### src/rtl/pbr_initiator.sv
// pbr_initiator: port-side initiator for the packet-buffer request interface.
// Writes leave through a one-entry pbrd output stage. Reads leave through a
// one-entry pbra output stage and reserve a reorder-buffer slot. The slot index
// is the txid. Read responses on pbrr fill their slot, and the port drains the
// slots strictly in issue order.
module pbr_initiator #(
    parameter int width   = 64,
    parameter int asz     = 8,
    parameter int txid_sz = 4,
    parameter int max_out = 4
) (
    input  logic                       clk,
    input  logic                       reset,
    input  logic                       w_srdy,
    output logic                       w_drdy,
    input  logic [asz-1:0]             w_itemid,
    input  logic [width-1:0]           w_data,
    input  logic                       r_srdy,
    output logic                       r_drdy,
    input  logic [asz-1:0]             r_itemid,
    output logic                       pbrd_srdy,
    input  logic                       pbrd_drdy,
    output logic [1+txid_sz+asz+width-1:0] pbrd_data,
    output logic                       pbra_srdy,
    input  logic                       pbra_drdy,
    output logic [1+txid_sz+asz+width-1:0] pbra_data,
    input  logic                       pbrr_srdy,
    output logic                       pbrr_drdy,
    input  logic [txid_sz+width-1:0]   pbrr_data,
    output logic                       p_srdy,
    input  logic                       p_drdy,
    output logic [width-1:0]           p_data,
    output logic [asz-1:0]             p_itemid,
    output logic                       err
);

    localparam int rsz   = 1 + txid_sz + asz + width;
    localparam int idx_w = (max_out > 1) ? $clog2(max_out) : 1;
    localparam int cnt_w = idx_w + 1;

    // Comes up one edge after reset release, so all ready outputs stay low in reset.
    logic                 active_q, active_d;
    logic                 pbrd_srdy_q, pbrd_srdy_d;
    logic [rsz-1:0]       pbrd_data_q, pbrd_data_d;
    logic                 pbra_srdy_q, pbra_srdy_d;
    logic [rsz-1:0]       pbra_data_q, pbra_data_d;
    logic [idx_w-1:0]     head_q, head_d;
    logic [idx_w-1:0]     tail_q, tail_d;
    logic [cnt_w-1:0]     count_q, count_d;
    // busy: slot issued and not yet popped; valid: busy slot whose data has arrived.
    logic [max_out-1:0]   rob_busy_q, rob_busy_d;
    logic [max_out-1:0]   rob_valid_q, rob_valid_d;
    logic [asz-1:0]       rob_item_q [max_out];
    logic [asz-1:0]       rob_item_d [max_out];
    logic [width-1:0]     rob_data_q [max_out];
    logic [width-1:0]     rob_data_d [max_out];
    logic                 err_q, err_d;

    logic                 w_acc_s, r_acc_s, rsp_acc_s, pop_s;
    logic [txid_sz-1:0]   rsp_txid_s;
    logic [txid_sz-1:0]   issue_txid_s;
    logic [idx_w-1:0]     rsp_idx_s;
    logic [width-1:0]     rsp_data_s;
    logic                 rsp_in_range_s;
    logic                 rsp_ok_s;

    assign w_drdy    = active_q & (~pbrd_srdy_q | pbrd_drdy);
    assign r_drdy    = active_q & (count_q < cnt_w'(max_out)) & (~pbra_srdy_q | pbra_drdy);
    assign pbrr_drdy = active_q;
    assign pbrd_srdy = pbrd_srdy_q;
    assign pbrd_data = pbrd_data_q;
    assign pbra_srdy = pbra_srdy_q;
    assign pbra_data = pbra_data_q;
    assign p_srdy    = rob_valid_q[head_q];
    assign p_data    = rob_data_q[head_q];
    assign p_itemid  = rob_item_q[head_q];
    assign err       = err_q;

    assign w_acc_s   = w_srdy & w_drdy;
    assign r_acc_s   = r_srdy & r_drdy;
    assign rsp_acc_s = pbrr_srdy & pbrr_drdy;
    assign pop_s     = p_srdy & p_drdy;

    // Decode a response: it is only legal for an in-range txid whose slot is issued and unfilled.
    always_comb begin
        rsp_txid_s     = pbrr_data[width +: txid_sz];
        rsp_data_s     = pbrr_data[width-1:0];
        rsp_in_range_s = ({1'b0, rsp_txid_s} < (txid_sz + 1)'(max_out));
        rsp_idx_s      = rsp_txid_s[idx_w-1:0];
        rsp_ok_s       = rsp_in_range_s & rob_busy_q[rsp_idx_s] & ~rob_valid_q[rsp_idx_s];
    end

    // The txid of a new read is the tail slot index, zero-extended.
    always_comb begin
        issue_txid_s              = '0;
        issue_txid_s[idx_w-1:0]   = tail_q;
    end

    // Write and read output stages: load on accept, clear when taken, otherwise hold.
    always_comb begin
        active_d    = 1'b1;
        pbrd_srdy_d = pbrd_srdy_q;
        pbrd_data_d = pbrd_data_q;
        pbra_srdy_d = pbra_srdy_q;
        pbra_data_d = pbra_data_q;
        if (w_acc_s) begin
            pbrd_srdy_d = 1'b1;
            pbrd_data_d = {1'b1, {txid_sz{1'b0}}, w_itemid, w_data};
        end else if (pbrd_drdy) begin
            pbrd_srdy_d = 1'b0;
        end else begin
            pbrd_srdy_d = pbrd_srdy_q;
        end
        if (r_acc_s) begin
            pbra_srdy_d = 1'b1;
            pbra_data_d = {1'b0, issue_txid_s, r_itemid, {width{1'b0}}};
        end else if (pbra_drdy) begin
            pbra_srdy_d = 1'b0;
        end else begin
            pbra_srdy_d = pbra_srdy_q;
        end
    end

    // Reorder buffer: reserve at issue, fill on response, release at pop.
    always_comb begin
        rob_busy_d  = rob_busy_q;
        rob_valid_d = rob_valid_q;
        rob_item_d  = rob_item_q;
        rob_data_d  = rob_data_q;
        head_d      = head_q;
        tail_d      = tail_q;
        err_d       = err_q;
        if (r_acc_s) begin
            rob_item_d[tail_q]  = r_itemid;
            rob_valid_d[tail_q] = 1'b0;
            rob_busy_d[tail_q]  = 1'b1;
            tail_d              = tail_q + idx_w'(1);
        end else begin
            tail_d = tail_q;
        end
        if (rsp_acc_s && rsp_ok_s) begin
            rob_data_d[rsp_idx_s]  = rsp_data_s;
            rob_valid_d[rsp_idx_s] = 1'b1;
        end else if (rsp_acc_s) begin
            err_d = 1'b1;
        end else begin
            err_d = err_q;
        end
        // A pop always hits a filled slot, so it never collides with a legal fill or an issue.
        if (pop_s) begin
            rob_valid_d[head_q] = 1'b0;
            rob_busy_d[head_q]  = 1'b0;
            head_d              = head_q + idx_w'(1);
        end else begin
            head_d = head_q;
        end
        case ({r_acc_s, pop_s})
            2'b10:   count_d = count_q + cnt_w'(1);
            2'b01:   count_d = count_q - cnt_w'(1);
            default: count_d = count_q;
        endcase
    end

    // State registers with asynchronous active-low reset.
    always_ff @(posedge clk or negedge reset) begin
        if (!reset) begin
            active_q    <= 1'b0;
            pbrd_srdy_q <= 1'b0;
            pbrd_data_q <= '0;
            pbra_srdy_q <= 1'b0;
            pbra_data_q <= '0;
            head_q      <= '0;
            tail_q      <= '0;
            count_q     <= '0;
            rob_busy_q  <= '0;
            rob_valid_q <= '0;
            err_q       <= 1'b0;
            for (int i = 0; i < max_out; i++) begin
                rob_item_q[i] <= '0;
                rob_data_q[i] <= '0;
            end
        end else begin
            active_q    <= active_d;
            pbrd_srdy_q <= pbrd_srdy_d;
            pbrd_data_q <= pbrd_data_d;
            pbra_srdy_q <= pbra_srdy_d;
            pbra_data_q <= pbra_data_d;
            head_q      <= head_d;
            tail_q      <= tail_d;
            count_q     <= count_d;
            rob_busy_q  <= rob_busy_d;
            rob_valid_q <= rob_valid_d;
            err_q       <= err_d;
            for (int i = 0; i < max_out; i++) begin
                rob_item_q[i] <= rob_item_d[i];
                rob_data_q[i] <= rob_data_d[i];
            end
        end
    end

endmodule

### config.mk
export PLATFORM = sky130hd
export DESIGN_NAME = pbr_initiator
export DESIGN_NICKNAME = d
export VERILOG_FILES = /design/src/rtl/pbr_initiator.sv
export SDC_FILE = /design/constraint.sdc
export NUM_CORES = 1
export LEC_CHECK = 0
export BUFFER_PORTS_ARGS = -buffer_cell sky130_fd_sc_hd__buf_2
export CAP_MARGIN = 15
export CORE_ASPECT_RATIO = 1.5
export CORE_MARGIN = 5
export CORE_UTILIZATION = 59
export DETAILED_ROUTE_END_ITERATION = 6
export PLACE_DENSITY = 0.86
export SETUP_SLACK_MARGIN = 0.2
export SLEW_MARGIN = 20
export SYNTH_ARGS = -nofsm -noshare
export SYNTH_HDL_FRONTEND = slang
export SYNTH_SLANG_ARGS = --single-unit
### constraint.sdc
create_clock -name clk -period 4.2 [get_ports clk]
set_clock_uncertainty 0.05 [all_clocks]
set_input_delay 0.63 -clock clk [delete_from_list [all_inputs] [get_ports clk]]
set_output_delay 0.63 -clock clk [all_outputs]
set_load 0.005 [all_outputs]
==> impl_metrics.toml <==
[finish]
area_growth_pct = 16.9
register_area_um2 = 9770
drive_gt1_share_pct = 61.3
nets = 1527
stdcell_count = 1777
layout_common_cells = "388 x dfrtp_1, 364 x mux2_2, 316 x buf_2"
fillCellCount = 1897
fin_area_um2 = 20100
multiInputGateArea_um2 = 6730
fin_util_pct = 69.8
final_common_cell = "dfrtp_1"

[global_routing]
grt_usage_pct = 22.9
grt_pass1_wl_mm = 59.4
antenna_found_initial = 1
grt_pass1_vias = 11200
overflow = 0
grt_start_max_net_pins = 108

[critical_path]
worst_setup_path_start_kind = "register"
critPathTopFamily = "flip-flops"
critPathLaunch = "head_q[0]"
cpMaxStageDelayCell = "dfrtp_4"
r2r-start = "head_q[0]"
worstPathMaxFanout = 32
end_kind = "output pin"
r2r_setup_slack_ns = 1.38
worst-path-buf-inv = 2
slowest_delay_ns = 0.85
crit_required_ns = 3.52
criticalPathCategory = "register to output pin"
cp_cell_sequence = "buf_4, mux4_2, buf_2"
arrival_ns = 2.66

[timing]
fin_ws_ns = 0.856
worst_slew_pin_slew_ns = 1.01
slew_violations = 0
max_freq_ghz = 0.299
period_minus_slack_ns = 3.34
final.setup.tns_ns = 0
fin_hold_ws_ns = 0.0525
min_period_over_period_pct = 79.6
rsz0062_at_grt = "false"
setup_viol = 0
relSlewSlack_pct = 32.6
hold_violations = 0

[floorplanning]
dieArea_um2 = 32600
floorplan.initialDensity_pct = 59.7
dieHeight_um = 219
ioPinCount = 389
dieWidth_um = 149
core_area_um2 = 28700
placementRows = 76

[route]
viasPerCell = 5.55
drc = 0
drt-pass1-iter-count = 4
vias = 9860
ant_nets = 0
drt_wl_total_mm = 36.7
routedWlPerCell_um = 20.7
drt_iter0_drc = 321

[placed_design]
dp_cells = 1711
hpwlAfterDp_mm = 25.1
pre_cts_ws_ns = 1.18
dpl_cell_area_um2 = 18800
io_buffer_count = 317
gp_congestion = 0.768

[synthesis]
synth_edf_count = 0
synth-seq-cells = 390
ys_top_cells_by_area = "dfrtp_1 57%, mux2_2 24%, mux4_2 9.6%, buf_4 4.0%, ha_1 0.66%"
yosysUniqueCellTypes = 42
synth_sequential_area_ratio_pct = 56.9
syn_avg_cell_area_um2 = 16.4
ys.flop_type = "dfrtp_1"
ys_async_sr_fraction_pct = 100
synth_area_um2 = 17200
syn_inst = 1045
synth_top_area_cell = "dfrtp_1"
synth_top_area_share_pct = 56.9
yosysWarnings = 0

[clocking]
clk_pin_slew_ns = 0.06
clkSinkCount = 390
post_cts_resized = 0
cts_tree = "done"
ctsHoldBuffers = 0
htree_num_levels = 2
insertion_delay_ns = 0.53
cts_buffers = 38
cts_buffer_depth = 3
root_buffer = "clkbuf_16"
cts_setup_buffers = 0

[pwr]
power.leakage_nw = 9.97
total_power_mw = 12.0
ir_drop_v = 0.000484
p_per_area_nw_per_um2 = 598

[flow_run]
drv_cap = 0

[hold_path]
hold_class = "input port to asynchronous set/reset pin"

[status]
status = "finished clean"
[layout make-up]
class / instances / share of cell area (%)
clock inverters: 10 / 0.437
inverters: 8 / 0.150
flip-flops and latches: 390 / 48.7
well taps: 390 / 2.43
clock buffers: 55 / 5.78
diodes: 1 / 0.0125
repair buffers: 335 / 8.95
multi-input cells: 588 / 33.5
[power by group]
group / internal [mW] / total (mW) / switching, mW / leakage, nW
Sequential: 4.77 / 5.43 / 0.660 / 5.03
Combinational: 1.91 / 3.17 / 1.27 / 4.33
Clock: 1.98 / 3.39 / 1.42 / 0.612
Total: 8.65 / 12.0 / 3.34 / 9.97
[sequential cells by signal (all words and copies together), names as in the netlist, 2 cells and up]
register	cells
pbra_data	10
rob_valid_q	4
count_q	3
rob_data_q	256
pbrd_data	73
head_q	2
tail_q	2
rob_item_q	32
rob_busy_q	4
[worst paths after layout]
check	end	depth (start not counted)
setup reg to reg	count_q[2]	8
setup / recovery	p_data[53]	3
max in group asynchronous	rob_data_q[36]	2
min in group clk	pbrd_data[5]	2
hold reg to reg	pbrd_data[76]	1
hold / removal	pbrd_data[68]	1
[layer usage]
layer / vias to the layer above / GRT usage, % / wire, µm
li1: 4288 / - / -
met4: 0 / 7.39 / 1020
met3: 63 / 5.87 / 2650
met5: - / 0 / 0
met2: 342 / 40.2 / 19600
met1: 5167 / 27.9 / 13500
[kinds of logic after synthesis]
family	after synthesis	share of synthesized area, %
multiplexers	447	34.3
flip-flops	390	56.9
buffers and inverters	137	5.53
AND/OR/NAND/NOR	37	1.47
AO/OA/AOI/OAI	17	0.751
adder cells (fa/ha/maj)	10	0.773
XOR/XNOR	5	0.255
other	2	0.0438
[cell usage after synthesis, types with 3 or more instances]
library cell / number
a22oi_1: 4
a2bb2oi_1: 4
and3b_1: 3
buf_2: 19
buf_4: 91
buf_6: 7
clkbuf_1: 10
dfrtp_1: 390
ha_1: 9
inv_1: 8
mux2_2: 364
mux2_4: 7
mux2i_1: 3
mux4_2: 73
nand2_1: 5
nand2b_1: 4
nand3b_1: 3
nor2_1: 3
nor2b_1: 3
nor3_2: 4
o31ai_1: 4
xnor2_1: 3
(Power assumes the default switching activity.)
